--- config.mk ---
export PLATFORM = sky130hd
export DESIGN_NAME = parity_check_flat
export DESIGN_NICKNAME = d
export VERILOG_FILES = /design/src/rtl/parity_pkg.sv /design/src/rtl/parity_check_if.sv /design/src/rtl/parity_gen.sv /design/src/rtl/parity_check.sv /design/src/flat_wrapper.sv
export SDC_FILE = /design/constraint.sdc
export NUM_CORES = 1
export LEC_CHECK = 0
export CORE_ASPECT_RATIO = 0.7
export CORE_MARGIN = 5
export CORE_UTILIZATION = 53
export CTS_CLUSTER_DIAMETER = 200
export DETAILED_ROUTE_END_ITERATION = 10
export GPL_ROUTABILITY_DRIVEN = 0
export PLACE_DENSITY = 0.77
export SYNTH_ARGS = -nofsm -noshare
export SYNTH_HDL_FRONTEND = slang
export SYNTH_HIERARCHICAL = 1
export SYNTH_SLANG_ARGS = --single-unit
--- constraint.sdc ---
create_clock -name clk -period 1.9 [get_ports clk]
set_clock_uncertainty 0.05 [all_clocks]
set_input_delay 0.38 -clock clk [delete_from_list [all_inputs] [get_ports clk]]
set_output_delay 0.38 -clock clk [all_outputs]
set_load 0.1 [all_outputs]
--- src/rtl/parity_pkg.sv ---
// Shared types and constants for the serial parity checker.
package parity_pkg;

  typedef enum logic [1:0] {
    IDLE,
    DATA,
    PARITY,
    DONE
  } state_t;

  localparam logic EVEN_PARITY = 1'b0;
  localparam logic ODD_PARITY  = 1'b1;

  localparam int unsigned DEFAULT_DATA_W = 8;

endpackage

--- src/rtl/parity_check_if.sv ---
// Serial-bit input / assembled-word output bundle of the parity checker.
interface parity_check_if
  import parity_pkg::*;
#(
  parameter int unsigned DATA_W = DEFAULT_DATA_W
) ();

  logic              Start;
  logic              Bit_valid;
  logic              Sampled_bit;
  logic              Parity_type;
  logic [DATA_W-1:0] Data_out;
  logic              Data_valid;
  logic              Par_err;
  logic              Busy;

  modport slave (
    input  Start, Bit_valid, Sampled_bit, Parity_type,
    output Data_out, Data_valid, Par_err, Busy
  );

  modport master (
    output Start, Bit_valid, Sampled_bit, Parity_type,
    input  Data_out, Data_valid, Par_err, Busy
  );

endinterface

--- src/rtl/parity_gen.sv ---
// Expected parity bit for a data word under even/odd parity.
module parity_gen
  import parity_pkg::*;
#(
  parameter int unsigned DATA_W = DEFAULT_DATA_W
) (
  input  logic [DATA_W-1:0] data,
  input  logic              parity_type,
  output logic              parity
);

  always_comb begin
    parity = (^data) ^ (parity_type == ODD_PARITY);
  end

endmodule

--- src/rtl/parity_check.sv ---
// Deserialises an LSB-first frame plus trailing parity bit and flags parity errors.
module parity_check
  import parity_pkg::*;
#(
  parameter int unsigned DATA_W = DEFAULT_DATA_W
) (
  input  logic           clk,
  input  logic           rst_n,
  parity_check_if.slave  bus
);

  localparam int unsigned     CNT_W = (DATA_W > 1) ? $clog2(DATA_W) : 1;
  localparam logic [CNT_W-1:0] LAST = CNT_W'(DATA_W - 1);

  state_t              state;
  state_t              state_n;
  logic [CNT_W-1:0]    cnt;
  logic [DATA_W-1:0]   shreg;
  logic [DATA_W-1:0]   data_q;
  logic                par_type;
  logic                par_rx;
  logic                exp_par;

  parity_gen #(.DATA_W(DATA_W)) u_gen (
    .data        (shreg),
    .parity_type (par_type),
    .parity      (exp_par)
  );

  always_ff @(posedge clk or negedge rst_n) begin
    if (!rst_n) state <= IDLE;
    else        state <= state_n;
  end

  // Start restarts the frame from any state and always beats a coincident bit.
  always_comb begin
    state_n = state;
    unique case (state)
      IDLE:    if (bus.Start) state_n = DATA;
      DATA:    if (bus.Start) state_n = DATA;
               else if (bus.Bit_valid && (cnt == LAST)) state_n = PARITY;
      PARITY:  if (bus.Start) state_n = DATA;
               else if (bus.Bit_valid) state_n = DONE;
      DONE:    state_n = bus.Start ? DATA : IDLE;
      default: state_n = IDLE;
    endcase
  end

  always_comb begin
    bus.Busy       = (state == DATA) || (state == PARITY);
    bus.Data_valid = (state == DONE);
    bus.Par_err    = (state == DONE) && (par_rx != exp_par);
    bus.Data_out   = data_q;
  end

  // shreg is left untouched through DONE so the parity generator still sees the frame.
  always_ff @(posedge clk or negedge rst_n) begin
    if (!rst_n) begin
      cnt      <= '0;
      shreg    <= '0;
      data_q   <= '0;
      par_type <= 1'b0;
      par_rx   <= 1'b0;
    end else if (bus.Start) begin
      cnt      <= '0;
      shreg    <= '0;
      par_type <= bus.Parity_type;
    end else if (bus.Bit_valid) begin
      unique case (state)
        DATA: begin
          shreg[cnt] <= bus.Sampled_bit;
          if (cnt != LAST) cnt <= cnt + 1'b1;
        end
        PARITY: begin
          par_rx <= bus.Sampled_bit;
          data_q <= shreg;
        end
        default: ;
      endcase
    end
  end

endmodule

--- src/flat_wrapper.sv ---
// flat-port wrapper written by rule: the top's interface ports become plain ports
module parity_check_flat import parity_pkg::*;
#(
  parameter int unsigned DATA_W = DEFAULT_DATA_W
)
  (clk, rst_n, bus_Start, bus_Bit_valid, bus_Sampled_bit, bus_Parity_type, bus_Data_out, bus_Data_valid, bus_Par_err, bus_Busy);
  parity_check_if #(.DATA_W(DATA_W)) bus_i ();
  input  logic clk;
  input  logic rst_n;
  input wire logic [$bits(bus_i.Start)-1:0] bus_Start;
  input wire logic [$bits(bus_i.Bit_valid)-1:0] bus_Bit_valid;
  input wire logic [$bits(bus_i.Sampled_bit)-1:0] bus_Sampled_bit;
  input wire logic [$bits(bus_i.Parity_type)-1:0] bus_Parity_type;
  output wire logic [$bits(bus_i.Data_out)-1:0] bus_Data_out;
  output wire logic [$bits(bus_i.Data_valid)-1:0] bus_Data_valid;
  output wire logic [$bits(bus_i.Par_err)-1:0] bus_Par_err;
  output wire logic [$bits(bus_i.Busy)-1:0] bus_Busy;
  assign bus_i.Start = bus_Start;
  assign bus_i.Bit_valid = bus_Bit_valid;
  assign bus_i.Sampled_bit = bus_Sampled_bit;
  assign bus_i.Parity_type = bus_Parity_type;
  assign bus_Data_out = bus_i.Data_out;
  assign bus_Data_valid = bus_i.Data_valid;
  assign bus_Par_err = bus_i.Par_err;
  assign bus_Busy = bus_i.Busy;
  parity_check #(.DATA_W(DATA_W)) u_core (.clk(clk), .rst_n(rst_n), .bus(bus_i));
endmodule
==> flow_metrics.py, run 1 <==
metrics = {
    "outcome": {
        "outcome": "complete, but fails checks",
        "violations": "setup timing",
    },
    "timing": {
        "period_share": 1.28,
        "slew_headroom": 0.783,
        "setup_violations": 1,
        "rsz0062_at_grt": "true",
        "drv_slew": 0,
        "fin_ws_ps": -532,
        "period_needed_ps": 2430,
        "setup_tns_ps": -532,
        "worstMarginPinSlew_ps": 322,
        "hold_viol": 0,
        "fmaxAchievable_ghz": 0.411,
    },
    "floorplan": {
        "die-area_um2": 3410,
        "start_util": 0.564,
        "num_rows": 14,
        "io_pins": 17,
        "die_h_um": 50.4,
        "core_area_um2": 2190,
        "die_x_um": 67.7,
    },
    "synthesis": {
        "ys.flop_type": "dfrtp_1",
        "seq_area_frac_synth": 0.466,
        "syn_inst": 108,
        "synth_edf_count": 0,
        "syn-cell-area_um2": 1230,
        "synth_nets": 121,
        "yosysWarningCount": 6,
        "ys_ff_latch": 23,
        "async_flop_share": 1.00,
        "ys_types": 26,
        "avgSynthCellArea_um2": 11.4,
    },
    "finish": {
        "antennaDiodeCount": 0,
        "fillers": 151,
        "nNetsFinal": 151,
        "area_growth_pct": 35.9,
        "mostFrequentLayoutCells": "dfrtp_1 (22), nor2_1 (14), buf_4 (12)",
        "drive_gt1_frac": 0.372,
        "final_common_cell": "dfrtp_1",
    },
    "route": {
        "drtIter0Drc": 30,
        "postRouteAntennaNets": 0,
        "wire_per_inst_um": 13.6,
        "wl_um": 2290,
        "vias_per_cell": 5.26,
        "drt_pass1_iterations": 5,
        "drcViolationCount": 0,
        "vias": 889,
    },
    "critical_path": {
        "cp-end-kind": "primary output",
        "crit_path_cell_trace": "xnor2_1, xnor3_1, xnor2_2, xor2_1, and2_4, buf_12",
        "crit_type": "flip-flop to primary output",
        "path_delay_family": "XOR/XNOR gates",
        "cp.required_ps": 1470,
        "cp_slowest_stage_delay_ps": 460,
        "worst-path-buf-inv": 1,
        "cpMaxStageDelayCell": "xnor3_1",
        "arrival_ps": 2000,
        "critPathMaxFanout": 2,
        "crit_path_start_kind": "flip-flop",
    },
    "global_routing": {
        "track_usage": 0.154,
        "grt_max_degree": 24,
        "grt_pass1_vias": 871,
        "antenna_found_initial": 0,
        "grt_pass1_wl_um": 3990,
        "overflow": 0,
    },
    "clocking": {
        "ctsLongestPathBuffers": 2,
        "h-tree-depth": 1,
        "numCtsBuffers": 3,
        "clkLatencyLatePin_ps": 310,
        "ctsRootBufferMaster": "clkbuf_4",
        "clk_pin_slew_ps": 120,
        "cts_sinks": 23,
        "cts_tree": "yes",
        "cts_hold_buf": 0,
    },
    "pwr": {
        "p_sw_uw": 808,
        "p_per_area_nw_per_um2": 1120,
        "p_seq_frac": 0.333,
        "comb_power_share": 0.552,
        "intPower_uw": 1080,
        "pwr-share-clk": 0.115,
        "p_sw_frac": 0.429,
        "p_leak_uw": 0.000776,
        "ir_drop_mv": 0.843,
    },
    "placement": {
        "pre_cts_slack_ps": -191,
        "port_buffers": 16,
        "hpwl_um": 1770,
    },
    "job": {
        "cap_viol_max_count": 0,
    },
    "worst_hold_path": {
        "worst_hold_path_type": "primary input to async pin",
    },
}
==> power groups by stage <==
| stage | Clock, uW | Sequential (uW) | Combinational, uW |
|---|---|---|---|
| detailed placement | 0 | 635 | 997 |
| global route | 252 | 641 | 1110 |
| finish | 216 | 628 | 1040 |
| CTS | 234 | 625 | 1000 |
| floorplan | 0 | 672 | 654 |
| global placement | 0 | 629 | 971 |
==> routing by layer <==
layer | share of wire | wire length, um | global-route usage
met5 | 0 | 0 | 0
met2 | 0.46 | 1050 | 0.231
met3 | 0.068 | 156 | 0.0491
met4 | 0.010 | 23 | 0.0404
met1 | 0.46 | 1060 | 0.217
==> worst reg2reg max path: stages, from the launching register on <==
cell      delay, ps
dfrtp_1         450
inv_1           160
ha_2            300
nand3b_2        140
buf_4           170
o21ai_0         230
a21oi_1         130
==> path summary, 6_finish.rpt <==
| check | start | depth (start not counted) | slack, ps | end |
|---|---|---|---|---|
| setup / recovery | u_core/shreg[6] | 6 | -530 | bus_Par_err |
| setup reg to reg | u_core/state[1] | 6 | 160 | u_core/shreg[6] |
| min in group clk | u_core/par_type | 1 | 510 | u_core/par_type |
| hold reg to reg | u_core/par_type | 1 | 510 | u_core/par_type |
| max in group asynchronous | rst_n | 2 | 1200 | u_core/state[0] |
| hold / removal | rst_n | 2 | 360 | u_core/state[1] |
==> state kept, by name (all words and copies together), names as in the netlist <==
signal and count:
u_core/bus.Data_out 8, u_core/shreg 8, u_core/cnt 3, u_core/par_rx 1, u_core/state 2, u_core/par_type 1
==> cell usage after synthesis (3+ instances only) <==
cell type	instances	share of area
dfrtp_1	23	0.47
a21oi_1	6	0.024
xnor2_1	4	0.028
xor2_1	3	0.021
ha_1	7	0.071
nor3_1	4	0.016
nor2_1	14	0.043
nand2_1	7	0.021
mux2i_1	5	0.041
mux2_2	10	0.091
o21ai_0	6	0.024
==> through the flow <==
| stage | power [uW] | utilization | area [um2] | instances | hold WS, ps |
|---|---|---|---|---|---|
| 2_1_floorplan | 1330 | - | 1240 | 108 | 34.4 |
| 3_3_place_gp | 1600 | 0.739 | 1620 | 164 | 461 |
| 3_5_place_dp | 1630 | 0.739 | 1620 | 164 | 483 |
| 4_1_cts | 1860 | 0.755 | 1650 | 169 | 362 |
| 5_1_grt | 2000 | 0.766 | 1680 | 169 | 363 |
| 6_report | 1880 | 0.766 | 1680 | 169 | 364 |
==> area by class of cell <==
| type | instances | area [um2] | share of cell area |
|---|---|---|---|
| multi-input cells | 80 | 666 | 0.397 |
| inverters | 2 | 7.51 | 0.00447 |
| flip-flops and latches | 23 | 577 | 0.344 |
| clock buffers | 3 | 22.5 | 0.0134 |
| well taps | 32 | 40.0 | 0.0239 |
| clock inverters | 1 | 5.00 | 0.00298 |
| repair buffers | 28 | 360 | 0.215 |
==> timing repair <==
| action | in CTS | in global routing |
|---|---|---|
| endpoints found under the setup margin | 1 | 2 |
| hold endpoints to repair | 0 | 0 |
| resized for setup | 0 | 4 |
| setup buffers | 1 | 0 |
==> cells by family (layout without fill, tap and decap cells) <==
group,after synthesis,in the layout,synth area share
buf+inv,5,34,0.0172
xor+xnor,9,9,0.0811
compound gates,13,13,0.0659
mux,15,15,0.132
simple gates,36,36,0.167
flops,23,23,0.466
fa+ha+maj,7,7,0.0709
No activity file was read; power rests on OpenSTA's default activity.
==> run 2, diff against run 1 <==
- CORE_UTILIZATION: 53 -> 48
- PLACE_DENSITY: 0.77 -> 0.73
- clock period: 1.9 -> 1.96 ns (I/O delays scaled with it)
==> flow_metrics.py, run 2 (synthesis gave the netlist of run 1 again) <==
metrics = {
    "finish": {
        "post-route-cell-area_um2": 1590,
        "regArea_um2": 576,
        "antennaDiodeCount": 0,
        "fillers": 195,
        "drive_gt1_frac": 0.331,
        "multiInputGateArea_um2": 651,
        "final_common_cell": "dfrtp_1",
        "nNetsFinal": 147,
        "area_growth_pct": 28.8,
        "mostFrequentLayoutCells": "dfrtp_1 (23), nor2_1 (14), buf_4 (13)",
        "final_cells": 167,
    },
    "global_routing": {
        "grt_pass1_wl_um": 3910,
        "grt_max_degree": 24,
        "antenna_found_initial": 0,
        "overflow": 0,
        "grt_pass1_vias": 821,
        "track_usage": 0.134,
    },
    "clocking": {
        "clk_pin_slew_ps": 80,
        "numCtsBuffers": 3,
        "clkLatencyLatePin_ps": 260,
        "ctsLongestPathBuffers": 2,
        "cts_sinks": 23,
        "cts_setup_buffers": 0,
        "cts_tree": "yes",
        "h-tree-depth": 1,
        "ctsRootBufferMaster": "clkbuf_8",
    },
    "floorplan": {
        "start_util": 0.502,
        "die_x_um": 70.6,
        "die_h_um": 52.4,
        "core_area_um2": 2460,
        "die-area_um2": 3700,
        "num_rows": 15,
        "io_pins": 17,
    },
    "pwr": {
        "p_sw_frac": 0.424,
        "pwr-share-clk": 0.158,
        "comb_power_share": 0.517,
        "p_sw_uw": 786,
        "p_seq_frac": 0.325,
        "ir_drop_mv": 0.619,
        "p_leak_uw": 0.000750,
        "p_per_area_nw_per_um2": 1170,
        "intPower_uw": 1070,
    },
    "critical_path": {
        "r2r_end": "u_core/state[0]",
        "ff2ff_path_depth": 6,
        "cp-end-kind": "primary output",
        "arrival_ps": 1960,
        "reg2reg_from": "u_core/state[0]",
        "crit_path_start_kind": "flip-flop",
        "critPathMaxFanout": 3,
        "cp.required_ps": 1520,
        "crit_type": "flip-flop to primary output",
        "regToRegSetupSlack_ps": 260,
    },
    "timing": {
        "period_needed_ps": 2410,
        "fmaxAchievable_ghz": 0.416,
        "worstMarginPinSlew_ps": 353,
        "period_share": 1.23,
        "fin_ws_ps": -446,
        "rsz0062_at_grt": "true",
        "hold_viol": 0,
        "drv_slew": 0,
        "hold_ws_ps": 438,
        "slew_headroom": 0.763,
        "setup_violations": 1,
    },
    "route": {
        "drcViolationCount": 0,
        "vias_per_cell": 5.14,
        "vias": 858,
        "wl_um": 2180,
        "wire_per_inst_um": 13.0,
        "drt_pass1_iterations": 4,
        "drtIter0Drc": 34,
        "postRouteAntennaNets": 0,
    },
    "placement": {
        "port_buffers": 16,
        "pre_cts_slack_ps": -179,
        "place_inst": 163,
        "hpwl_um": 1640,
        "placedInstanceArea_um2": 1540,
    },
    "outcome": {
        "violations": "setup timing",
        "outcome": "complete, but fails checks",
    },
    "worst_hold_path": {
        "worst_hold_path_type": "primary input to async pin",
    },
    "job": {
        "cap_viol_max_count": 0,
    },
}
[run 2: cell count changes in the layout (fill, tap and decap cells not counted), moves of 2 or more]
cell	before	now
buf_12	11	6
clkbuf_4	3	0
clkbuf_8	0	3
ha_1	4	6
[run 2: area by class of cell]
class                   count  area share
clock buffers               3      0.0260
clock inverters             1     0.00315
inverters                   2     0.00472
multi-input cells          80       0.409
flip-flops and latches     23       0.362
well taps                  34      0.0268
repair buffers             24       0.168
[run 2: how the worst max path moves through the flow]
stage / depth (start not counted) / to / start / slack (ps)
2_1_floorplan: 5 / bus_Par_err / u_core/par_type / -50
6_report: 6 / bus_Par_err / u_core/shreg[6] / -450
4_1_cts: 6 / bus_Par_err / u_core/shreg[6] / -480
5_1_grt: 6 / bus_Par_err / u_core/shreg[6] / -530
3_3_place_gp: 6 / bus_Par_err / u_core/shreg[6] / -80
3_5_place_dp: 6 / bus_Par_err / u_core/shreg[6] / -180
[run 2: metrics by stage]
step                      power, uW   util  TNS [ps]
final                          1860  0.647      -446
after global routing           1960  0.647      -534
after global placement         1540  0.625     -77.9
after floorplan                1290      -     -52.4
after CTS                      1860  0.644      -481
after detailed placement       1570  0.625      -179
[run 2: power groups by stage]
stage | logic (uW) | clock network [uW] | registers (uW)
floorplan | 634 | 0 | 651
global placement | 934 | 0 | 609
detailed placement | 955 | 0 | 612
CTS | 960 | 300 | 603
global route | 1020 | 322 | 615
finish | 959 | 294 | 603
[run 2: what timing repair did]
item	in CTS	in global routing
gates resized for setup	0	1
setup endpoints to repair	1	1
hold buffers	0	0
[run 2: worst max-delay path: stages (launching register included)]
cell     delay, ps
dfrtp_1        410
xnor2_1        160
xnor3_1        450
xnor2_2        170
xor2_1         170
and2_4         170
buf_12         160
[run 2: layer usage]
layer / wire length (um) / vias to the layer above / share of wire / global-route usage
li1: - / 422 / - / -
met1: 1070 / 404 / 0.49 / 0.194
met2: 923 / 30 / 0.42 / 0.193
met3: 167 / 2 / 0.077 / 0.0498
met4: 12 / 0 / 0.0055 / 0.0281
met5: 0 / - / 0 / 0
==> run 3, diff against run 2 <==
- clock period: 1.96 -> 2.07 ns (I/O delays scaled with it)
==> flow_metrics.py, run 3 (synthesis gave the netlist of run 1 again) <==
metrics = {
    "outcome": {
        "outcome": "complete, but fails checks",
        "violations": "setup timing",
    },
    "timing": {
        "drv_slew": 0,
        "rsz0062_at_grt": "true",
        "hold_viol": 0,
        "setup_violations": 1,
        "worstMarginPinSlew_ps": 329,
        "fmaxAchievable_ghz": 0.418,
        "period_needed_ps": 2390,
        "setup_tns_ps": -324,
        "slew_headroom": 0.780,
        "fin_ws_ps": -324,
        "period_share": 1.16,
    },
    "route": {
        "wl_um": 2310,
        "drt_pass1_iterations": 4,
        "drtIter0Drc": 52,
        "vias": 843,
        "wire_per_inst_um": 14.0,
        "drcViolationCount": 0,
        "vias_per_cell": 5.11,
        "postRouteAntennaNets": 0,
    },
    "finish": {
        "nNetsFinal": 145,
        "fillers": 213,
        "drive_gt1_frac": 0.313,
        "final_cells": 165,
        "final_common_cell": "dfrtp_1",
        "post-route-cell-area_um2": 1530,
        "mostFrequentLayoutCells": "dfrtp_1 (23), buf_4 (14), nor2_1 (14)",
        "antennaDiodeCount": 0,
        "area_growth_pct": 23.9,
    },
    "global_routing": {
        "track_usage": 0.146,
        "grt_max_degree": 24,
        "antenna_found_initial": 0,
        "grt_pass1_vias": 865,
        "overflow": 0,
        "grt_pass1_wl_um": 4130,
    },
    "floorplan": {
        "die_h_um": 52.4,
        "io_pins": 17,
        "die_x_um": 70.6,
        "start_util": 0.502,
        "num_rows": 15,
        "core_area_um2": 2460,
        "die-area_um2": 3700,
    },
    "clocking": {
        "ctsRootBufferMaster": "clkbuf_8",
        "clk_pin_slew_ps": 80,
        "numCtsBuffers": 3,
        "h-tree-depth": 1,
        "cts_sinks": 23,
        "cts_hold_buf": 0,
        "ctsLongestPathBuffers": 2,
        "clkLatencyLatePin_ps": 260,
        "cts_tree": "yes",
    },
    "placement": {
        "place_inst": 160,
        "placedInstanceArea_um2": 1480,
        "port_buffers": 16,
        "hpwl_um": 1670,
    },
    "critical_path": {
        "cp.required_ps": 1610,
        "crit_type": "flip-flop to primary output",
        "crit_path_start_kind": "flip-flop",
        "arrival_ps": 1930,
        "critPathMaxFanout": 2,
        "regToRegSetupSlack_ps": 330,
        "cp-end-kind": "primary output",
    },
    "worst_hold_path": {
        "worst_hold_path_type": "primary input to async pin",
    },
    "pwr": {
        "ir_drop_mv": 0.992,
        "p_per_area_nw_per_um2": 1120,
        "p_leak_uw": 0.000727,
    },
    "job": {
        "cap_viol_max_count": 0,
    },
}
## run 3: cell types whose count changed in the layout (fill, tap and decap cells not counted), sizes merged
| cell | change |
|---|---|
| buf | -2 |
## run 3: power breakdown
part           total (uW)  internal (uW)  switching (uW)  leakage, uW
Combinational         863            336             527     0.000388
Clock                 275            134             141    0.0000255
Sequential            568            504            64.6     0.000314
## run 3: critical path, cell delays in order, from the launching register on
cell,delay (ps)
dfrtp_1,400
xnor2_1,160
xnor3_1,420
xnor2_1,190
xor2_1,160
and2_4,170
buf_12,160
## run 3: area by class of cell
cell class | instances | area, um2 | share of cell area
multi-input combinational | 80 | 643 | 0.420
sequential | 23 | 576 | 0.376
timing repair buffer | 22 | 215 | 0.141
tap | 34 | 42.5 | 0.0278
clock buffer | 3 | 41.3 | 0.0270
inverter | 2 | 7.51 | 0.00491
clock inverter | 1 | 5.00 | 0.00327
## run 3: final timing paths
path                                         from  depth (start not counted)                endpoint
max                               u_core/par_type                          6             bus_Par_err
min                                         rst_n                          2  u_core/bus.Data_out[6]
max reg2reg                       u_core/state[1]                          6         u_core/shreg[0]
min reg2reg                u_core/bus.Data_out[5]                          1  u_core/bus.Data_out[5]
max in group asynchronous                   rst_n                          2         u_core/state[1]
min in group clk           u_core/bus.Data_out[5]                          1  u_core/bus.Data_out[5]
## run 3: metal layers
metal	global-route usage	wire length [um]	share of wire
met5	0	0	0
met1	0.185	1100	0.48
met3	0.0498	127	0.055
met4	0.0375	12	0.0052
met2	0.241	1070	0.46
## run 3: stage by stage
stage	worst slack [ps]	hold slack (ps)	power, uW	util
6_report	-324	450	1710	0.622
3_5_place_dp	-41.6	445	1440	0.601
5_1_grt	-392	481	1820	0.622
2_1_floorplan	9.38	68.4	1210	-
4_1_cts	-335	459	1730	0.622
3_3_place_gp	-37.1	441	1420	0.601
## run 3: what timing repair did
action / 4_1_cts / 5_1_grt
pin swaps: 2 / 1
gates resized for setup: 0 / 0
endpoints found under the setup margin: 1 / 1
buffers inserted: 1 / 0
